`src/rtl/uart_rx_framer_pkg.sv`:
```
// uart_rx_framer_pkg: shared UART receive state encodings and default bit timing
package uart_rx_framer_pkg;
    localparam int DEFAULT_BAUD_DIVISOR = 234;
    typedef enum logic [2:0] {
        IDLE       = 3'd0,
        START      = 3'd1,
        DATA       = 3'd2,
        STOP       = 3'd3,
        BREAK_WAIT = 3'd4
    } rx_state_t;
endpackage

```
`src/rtl/uart_rx_fifo.sv`:
```
// uart_rx_fifo: first-word-fall-through byte FIFO with extra-bit occupancy pointers
module uart_rx_fifo #(
    parameter int FIFO_DEPTH = 4
) (
    input  logic       clk,
    input  logic       reset,
    input  logic       push,
    input  logic [7:0] push_data,
    input  logic       pop,
    output logic [7:0] head_data,
    output logic       empty,
    output logic       full
);
    localparam int AW = $clog2(FIFO_DEPTH);
    logic [7:0] mem [FIFO_DEPTH];
    logic [AW:0] wr_ptr, rd_ptr;
    logic do_pop, do_push;
    always_comb begin
        empty = wr_ptr == rd_ptr;
        full = (wr_ptr[AW] != rd_ptr[AW]) && (wr_ptr[AW-1:0] == rd_ptr[AW-1:0]);
        do_pop = pop && !empty;
        do_push = push && (!full || do_pop);
        head_data = empty ? 8'd0 : mem[rd_ptr[AW-1:0]];
    end
    always_ff @(posedge clk) begin
        if (reset) begin
            wr_ptr <= '0;
            rd_ptr <= '0;
        end else begin
            if (do_push) wr_ptr <= wr_ptr + (AW+1)'(1);
            if (do_pop) rd_ptr <= rd_ptr + (AW+1)'(1);
        end
    end
    always_ff @(posedge clk) begin
        if (do_push) mem[wr_ptr[AW-1:0]] <= push_data;
    end
endmodule

```
`src/rtl/uart_rx_framer.sv`:
```
// uart_rx_framer: 8N1 UART receiver with mid-bit sampling, byte FIFO and sticky error flags
module uart_rx_framer
    import uart_rx_framer_pkg::*;
#(
    parameter int BAUD_DIVISOR = DEFAULT_BAUD_DIVISOR,
    parameter int FIFO_DEPTH   = 4
) (
    input  logic       clk,
    input  logic       reset,
    input  logic       rx,
    output logic [7:0] rx_data,
    output logic       rx_ready,
    input  logic       rx_read,
    output logic       framing_error,
    output logic       overrun,
    input  logic       clear_errors
);
    localparam int CW = $clog2(BAUD_DIVISOR) + 1;
    localparam logic [CW-1:0] HALF_LOAD = CW'(BAUD_DIVISOR / 2 - 1);
    localparam logic [CW-1:0] BIT_LOAD = CW'(BAUD_DIVISOR - 1);
    rx_state_t state, state_n;
    logic [1:0] sync;
    logic [CW-1:0] cnt, cnt_n;
    logic [2:0] bit_count, bit_count_n;
    logic [7:0] shreg, shreg_n;
    logic rx_s, expired, stop_ok, fe_set, ov_set, pop, empty, full;
    assign rx_s = sync[1];
    assign rx_ready = !empty;
    always_comb begin
        state_n = state;
        expired = cnt == '0;
        cnt_n = expired ? cnt : cnt - CW'(1);
        bit_count_n = bit_count;
        shreg_n = shreg;
        stop_ok = 1'b0;
        fe_set = 1'b0;
        pop = rx_read && !empty;
        case (state)
            IDLE: if (!rx_s) begin
                cnt_n = HALF_LOAD;
                state_n = START;
            end
            START: if (expired) begin
                cnt_n = BIT_LOAD;
                bit_count_n = '0;
                state_n = rx_s ? IDLE : DATA;
            end
            DATA: if (expired) begin
                shreg_n = {rx_s, shreg[7:1]};
                bit_count_n = bit_count + 3'd1;
                cnt_n = BIT_LOAD;
                state_n = (bit_count == 3'd7) ? STOP : DATA;
            end
            STOP: if (expired) begin
                stop_ok = rx_s;
                fe_set = !rx_s;
                state_n = rx_s ? IDLE : BREAK_WAIT;
            end
            BREAK_WAIT: if (rx_s) state_n = IDLE;
            default: state_n = IDLE;
        endcase
        ov_set = stop_ok && full && !pop;
    end
    always_ff @(posedge clk) begin
        if (reset) begin
            state <= IDLE;
            sync <= 2'b11;
            cnt <= '0;
            bit_count <= '0;
            shreg <= '0;
            framing_error <= 1'b0;
            overrun <= 1'b0;
        end else begin
            state <= state_n;
            sync <= {sync[0], rx};
            cnt <= cnt_n;
            bit_count <= bit_count_n;
            shreg <= shreg_n;
            framing_error <= fe_set || (framing_error && !clear_errors);
            overrun <= ov_set || (overrun && !clear_errors);
        end
    end
    uart_rx_fifo #(.FIFO_DEPTH(FIFO_DEPTH)) u_fifo (
        .clk(clk),
        .reset(reset),
        .push(stop_ok),
        .push_data(shreg),
        .pop(rx_read),
        .head_data(rx_data),
        .empty(empty),
        .full(full)
    );
endmodule

```
`config.mk`:
```
export PLATFORM = sky130hd
export DESIGN_NAME = uart_rx_framer
export DESIGN_NICKNAME = d
export VERILOG_FILES = /design/src/rtl/uart_rx_framer_pkg.sv /design/src/rtl/uart_rx_fifo.sv /design/src/rtl/uart_rx_framer.sv
export SDC_FILE = /design/constraint.sdc
export NUM_CORES = 1
export LEC_CHECK = 0
export BUFFER_PORTS_ARGS = -buffer_cell sky130_fd_sc_hd__buf_2
export CAP_MARGIN = 20
export CORE_MARGIN = 3
export CORE_UTILIZATION = 60
export CTS_CLUSTER_DIAMETER = 150
export CTS_CLUSTER_SIZE = 20
export DETAILED_ROUTE_END_ITERATION = 10
export PLACE_DENSITY = 0.79
export SETUP_SLACK_MARGIN = 0.2
export SYNTH_ARGS = -nofsm -noshare
export SYNTH_HDL_FRONTEND = slang
export SYNTH_SLANG_ARGS = --single-unit
```
`constraint.sdc`:
```
create_clock -name clk -period 2.72 [get_ports clk]
set_clock_uncertainty 0.05 [all_clocks]
set_input_delay 0.136 -clock clk [delete_from_list [all_inputs] [get_ports clk]]
set_output_delay 0.136 -clock clk [all_outputs]
set_load 0.01 [all_outputs]
```
After elaboration in Yosys (flattened, before gate mapping)
Memories as Yosys holds them, arrays and structs flattened. A register that Yosys moved wholly into a read port is not among the register bits.
Cells that the tools add are included.
{ "word_totals": {"n_memories": 1, "elab_cells": 74, "register_bits": 33, "output_inout_bits": 11, "mem_bits_rw": 32} }
{ "classes": {"mux": 25, "n_reduce_logical": 22, "add_sub_neg": 4, "eq_ne": 13} }
{ "mem_list": {"columns": ["name", "words", "word_bits", "rd", "rd_ports_with_merged_regs", "write_ports", "line", "text"], "rows": [
  ["u_fifo.mem", 4, 8, 1, 1, 1, "uart_rx_fifo.sv:15", "logic [7:0] mem [FIFO_DEPTH];"]
]} }
{ "op_table": {"columns": ["operator", "count"], "rows": [
  ["2-to-1 mux 9 bit", 3],
  ["2-to-1 mux 3 bit", 8],
  ["case mux 9 bit (2 select lines)", 1],
  ["case mux 3 bit (5 select lines)", 1],
  ["!= test 2 bit, second input constant", 5],
  ["adder 3 x 1 -> 3 bit, second input constant", 3],
  ["logical NOT 9 bit", 1],
  ["subtractor 9 x 1 -> 9 bit, second input constant", 1],
  ["2-to-1 mux 8 bit", 1],
  ["logical AND 1 bit", 7],
  ["2-to-1 mux 1 bit", 7],
  ["equality test 3 x 2 -> 1 bit, second input constant", 2],
  ["equality test 3 bit, second input constant", 2],
  ["2-to-1 mux 2 bit", 3],
  ["case mux 3 bit (2 select lines)", 1],
  ["logical NOT 1 bit", 5],
  ["AND reduction 5 bit", 1],
  ["equality test 3 x 1 -> 1 bit, second input constant", 1],
  ["equality test 3 bit", 1],
  ["logical NOT 3 bit", 1],
  ["logical OR 1 bit", 3],
  ["AND reduction 3 bit", 1],
  ["equality test 2 bit", 1],
  ["AND reduction 2 bit", 1],
  ["other kinds (3)", 3]
]} }

Depth between registers and ports, before layout
{ "logic_depth": {"ltp_word": 7, "depth_mapped": 10, "mapped_depth_nobuf": 9} }

By module
From an unflattened synthesis, not the netlist that was laid out.
{ "hier_totals": {"cells_unflattened": 244, "hier_area_um2": 3019.1} }
{ "modules_own_cells": {"columns": ["module", "n_inst", "seq_area_each_um2", "cells_each", "area_per_inst_um2"], "rows": [
  ["uart_rx_fifo", 1, 1121.1, 104, 1707.9],
  ["uart_rx_framer", 1, 540.5, 140, 1311.3]
]} }

Least setup slack after synthesis
No wires, ideal clock.
{ "synth_timing": {"path_type": "flip-flop to flip-flop", "from": "register cnt[0]", "to": "memory u_fifo.mem[3][0] (enable)", "setup_ps": 383, "arrival_time_ps": 2004, "path_stages_with_launch": 6, "path_slack_ps": 282, "path_buffers": 0, "path_cell_list": "dfxtp_1 -> inv_1 -> ha_1 -> or4b_4 -> or3_4 -> nor3_1"} }
{ "synth_via": {"elab_chain_cells": 6} }
{ "synth_lines": {"columns": ["item", "line", "text"], "rows": [
  ["start: declaration", "uart_rx_framer.sv:23", "logic [CW-1:0] cnt, cnt_n;"],
  ["start signal: assignment", "uart_rx_framer.sv:76", "cnt <= cnt_n;"],
  ["logical NOT 9 bit", "uart_rx_framer.sv:31", "expired = cnt == '0;"],
  ["2-to-1 mux 1 bit", "uart_rx_framer.sv:54", "STOP: if (expired) begin"],
  ["2-to-1 mux 1 bit", "uart_rx_framer.sv:38", "case (state)"],
  ["logical AND 1 bit", "uart_rx_fifo.sv:22", "do_push = push && (!full || do_pop);"],
  ["2-to-1 mux 1 bit", "uart_rx_fifo.sv:35", "if (do_push) mem[wr_ptr[AW-1:0]] <= push_data;"],
  ["2-to-1 mux 1 bit (implied by the code)", "uart_rx_fifo.sv:35", null],
  ["end: declaration", "uart_rx_fifo.sv:15", null]
]} }
Every way passes these cells.

Worst setup path in the final report
{ "layout_timing": {"from": "register cnt[0]", "to": "register cnt[0]"} }
{ "layout_via": {"elab_chain_cells": 4} }
{ "layout_lines": {"columns": ["item", "line", "text"], "rows": [
  ["subtractor 9 x 1 -> 9 bit / logical NOT 9 bit (equally long branches)", "uart_rx_framer.sv:32, uart_rx_framer.sv:31", null],
  ["2-to-1 mux 9 bit", "uart_rx_framer.sv:32", "cnt_n = expired ? cnt : cnt - CW'(1);"],
  ["2-to-1 mux 9 bit, on equally long branches", "uart_rx_framer.sv:43, uart_rx_framer.sv:48, uart_rx_framer.sv:39", null],
  ["case mux 9 bit (2 select lines) (*)", "uart_rx_framer.sv:38", null]
]} }
Every way passes the cells marked *; elsewhere a longest branch is shown, timed or not.
A chain may end at the register's enable or synchronous reset.

==> run summary <==
Outcome: complete, no violations
Synthesized instance count: 240
Insertion delay to the later sink of the worst-skew pair: 0.33 ns
Core area: 4504 um2
Hold WS: 0.03159 ns
Synth warnings: 0
Detailed placer's ending HPWL: 3.249 mm
Path type of the worst setup path: reg -> reg
Largest vdd supply drop: 741.3 uV
Number of storage elements in the synthesis netlist: 67
Post-Syn Area per Cell: 12.11 um2
Fill cell instance count of the final layout: 318
Final setup margin: 0.3637 ns
Combined flip-flop and latch cell area: 1662 um2
Setup Fix Bufs, Post-CTS: 0
Count of unresolved DRC violations after routing: 0
Maximum fanout along the worst path: 6
Data arrival time at the worst-slack endpoint: 2.50 ns
Non-filler cells in the finished layout: 317
Setup repair after global routing missed its margin: no
Max-slew headroom: 31.57%
Footprint of the multi-input gates: 1175 um2
Worst hold stages: 3
Standard cell area after detailed placement: 3040 um2
Power density normalized to cell area: 806.2 nW/um2
Input/output buffers: 15
First-pass GRT wire length: 8.328 mm
Total number of nets in the final design: 275
Via count: 1,866
Clock tree root buffer cell: sky130_fd_sc_hd__clkbuf_8
Proportion of layout cells with a drive suffix above 1: 20.38%
Non-Filler Cell Area, Final: 3244 um2
Length in cells of the worst reg-to-reg path: 9
CTS tree: yes
Count of TritonRoute iterations in the first routing pass: 4
Part of the cycle the worst path needs: 86.63%
Largest net degree at the start of global routing: 35
Number of DRC violations after detailed-routing iteration 0: 78
Initial cell density of the core: 64.53%
Path class of the lowest-slack min-delay path: in -> reg
Top-Level Pins: 16
Average detailed-routed wire length per instance: 15.64 um
Number of max-capacitance violations reported: 0
Leak pwr: 1.210 nW
CTS clk-pin slew, worst paths: 0.06 ns
Syn Std Cell Area: 2907 um2
Ant diodes: 0
Antenna violations before repair: 0
Sink count of the clock tree: 67
Number of synthesized flops with an enable pin: 32
Vertical die dimension: 75.60 um
Predominant post-synthesis flop cell: sky130_fd_sc_hd__dfxtp_1
Horiz. Die Dim: 75.60 um
Tot GR Track Use: 19.94%
CTS Buf Count: 9
Number of nets still failing antenna checks after routing: 0
Final Slew Violations: 0
Vias per cell: 5.886
Total power consumption of the routed design: 2.616 mW
Die footprint: 5715 um2
Number of H-tree levels: 3
Final Hold Viols: 0
CP required: 2.86 ns
Total negative slack: 0 ns
Standard-cell row count: 24
Minimum clock period after layout: 2.356 ns
Number of nets produced by synthesis: 255
Placed instance count: 300
Kind of end point of the critical path: flip-flop
GP Congestion: 0.8612
Via count of the first global-routing pass: 1,804
Sort of element at the start of the critical path: flip-flop
FMAX: 424.4 MHz
Proportion of synthesized chip area in sequential cells: 57.17%
Utilization after layout: 72.03%
Setup slack after placement: 0.3854 ns
Clk buf depth: 2
Share of flip-flops with an asynchronous set or reset: 0%
Final wirelength: 4.957 mm
Area Overhead vs Synth: 11.62%
Final setup vio count: 0
Number of distinct library cell variants in the gate-level netlist after synthesis: 42
Overflow left after global routing: 0
Slew at the pin closest to its max-slew limit: 1.019 ns
==> kinds of logic after synthesis <==
family | synth area share (%)
AND/OR/NAND/NOR | 16.23
flip-flops | 57.17
AO/OA/AOI/OAI | 7.232
multiplexers | 10.33
buffers and inverters | 2.626
adder cells (fa/ha/maj) | 4.305
XOR/XNOR | 2.109
==> worst paths after layout <==
path	from	end	slack (ns)
min	clear_errors	framing_error	0.03
max	cnt[0]	cnt[0]	0.36
max reg2reg	cnt[0]	cnt[0]	0.36
min reg2reg	sync[0]	sync[1]	0.36
==> per-layer routing <==
metal  vias up  track usage, %  share of wire, %
met5         -               0                 0
met4         0           11.07               2.2
met3         9           4.222               3.0
met2        35           32.60                49
met1       891           24.65                46
li1        931               -                 -
==> cells in the mapped netlist (2+ instances only) <==
cell type                  number  area share, %
sky130_fd_sc_hd__a21oi_1       13            2.2
sky130_fd_sc_hd__a22oi_1        2           0.52
sky130_fd_sc_hd__a31oi_1        3           0.65
sky130_fd_sc_hd__and3_1         4           0.86
sky130_fd_sc_hd__clkbuf_1      10            1.3
sky130_fd_sc_hd__dfxtp_1       35             24
sky130_fd_sc_hd__edfxtp_1      32             33
sky130_fd_sc_hd__ha_1          10            4.3
sky130_fd_sc_hd__inv_1          7           0.90
sky130_fd_sc_hd__mux2i_1       12            4.1
sky130_fd_sc_hd__mux4_2         8            6.2
sky130_fd_sc_hd__nand2_1        8            1.0
sky130_fd_sc_hd__nand2b_1       3           0.65
sky130_fd_sc_hd__nand3_1        6            1.0
sky130_fd_sc_hd__nand4b_1       2           0.60
sky130_fd_sc_hd__nor2_1        21            2.7
sky130_fd_sc_hd__nor2b_1       11            2.4
sky130_fd_sc_hd__nor3_1         6            1.0
sky130_fd_sc_hd__nor4_1         4           0.86
sky130_fd_sc_hd__o21ai_0        5           0.86
sky130_fd_sc_hd__o311ai_0       2           0.60
sky130_fd_sc_hd__o31ai_1        4            1.0
sky130_fd_sc_hd__or2_2          4           0.86
sky130_fd_sc_hd__or3b_2         2           0.60
sky130_fd_sc_hd__or4_1          4            1.0
sky130_fd_sc_hd__xnor2_1        2           0.60
sky130_fd_sc_hd__xor2_1         5            1.5
==> state kept, by name, indices dropped and copies added (netlist names), named ones only <==
name           count
u_fifo.mem        32
cnt                9
shreg              8
bit_count          3
state              3
u_fifo.rd_ptr      3
u_fifo.wr_ptr      3
sync               2
framing_error      1
overrun            1
==> cells in the final DEF (no fill, tap or decap), types with 6 or more instances in the layout <==
master                     instances
sky130_fd_sc_hd__dfxtp_1          35
sky130_fd_sc_hd__edfxtp_1         32
sky130_fd_sc_hd__nor2_1           21
sky130_fd_sc_hd__buf_2            15
sky130_fd_sc_hd__a21oi_1          13
sky130_fd_sc_hd__mux2i_1          12
sky130_fd_sc_hd__nor2b_1          11
sky130_fd_sc_hd__ha_1             10
sky130_fd_sc_hd__clkbuf_8         10
sky130_fd_sc_hd__mux4_2            8
sky130_fd_sc_hd__nand2_1           8
sky130_fd_sc_hd__inv_1             7
sky130_fd_sc_hd__nor3_1            6
sky130_fd_sc_hd__nand3_1           6
==> cell type report <==
type,instances,area share (%)
clock buffers,11,4.358
clock inverters,5,1.620
inverters,7,0.8099
multi-input cells,154,36.21
flip-flops and latches,67,51.21
well taps,52,2.005
repair buffers,21,3.779
==> power breakdown <==
| part | switching, mW | internal (mW) | total (mW) |
|---|---|---|---|
| Clock | 0.356 | 0.444 | 0.800 |
| Sequential | 0.0852 | 1.12 | 1.20 |
| Combinational | 0.327 | 0.287 | 0.614 |
| Total | 0.768 | 1.85 | 2.62 |
==> what timing repair did <==
item,in CTS,in global routing
hold endpoints to repair,1,0
hold buffers,1,0
gates resized for setup,0,0
==> critical path, cell delays in order (launching register included) <==
cell	delay, ns
sky130_fd_sc_hd__dfxtp_1	0.33
sky130_fd_sc_hd__inv_1	0.08
sky130_fd_sc_hd__ha_1	0.16
sky130_fd_sc_hd__or4b_4	0.50
sky130_fd_sc_hd__or2_2	0.35
sky130_fd_sc_hd__ha_1	0.32
sky130_fd_sc_hd__nand3b_1	0.09
sky130_fd_sc_hd__o31ai_1	0.08
sky130_fd_sc_hd__o21ai_0	0.16
sky130_fd_sc_hd__a21oi_1	0.08
Power figures use the tool's default switching activity.
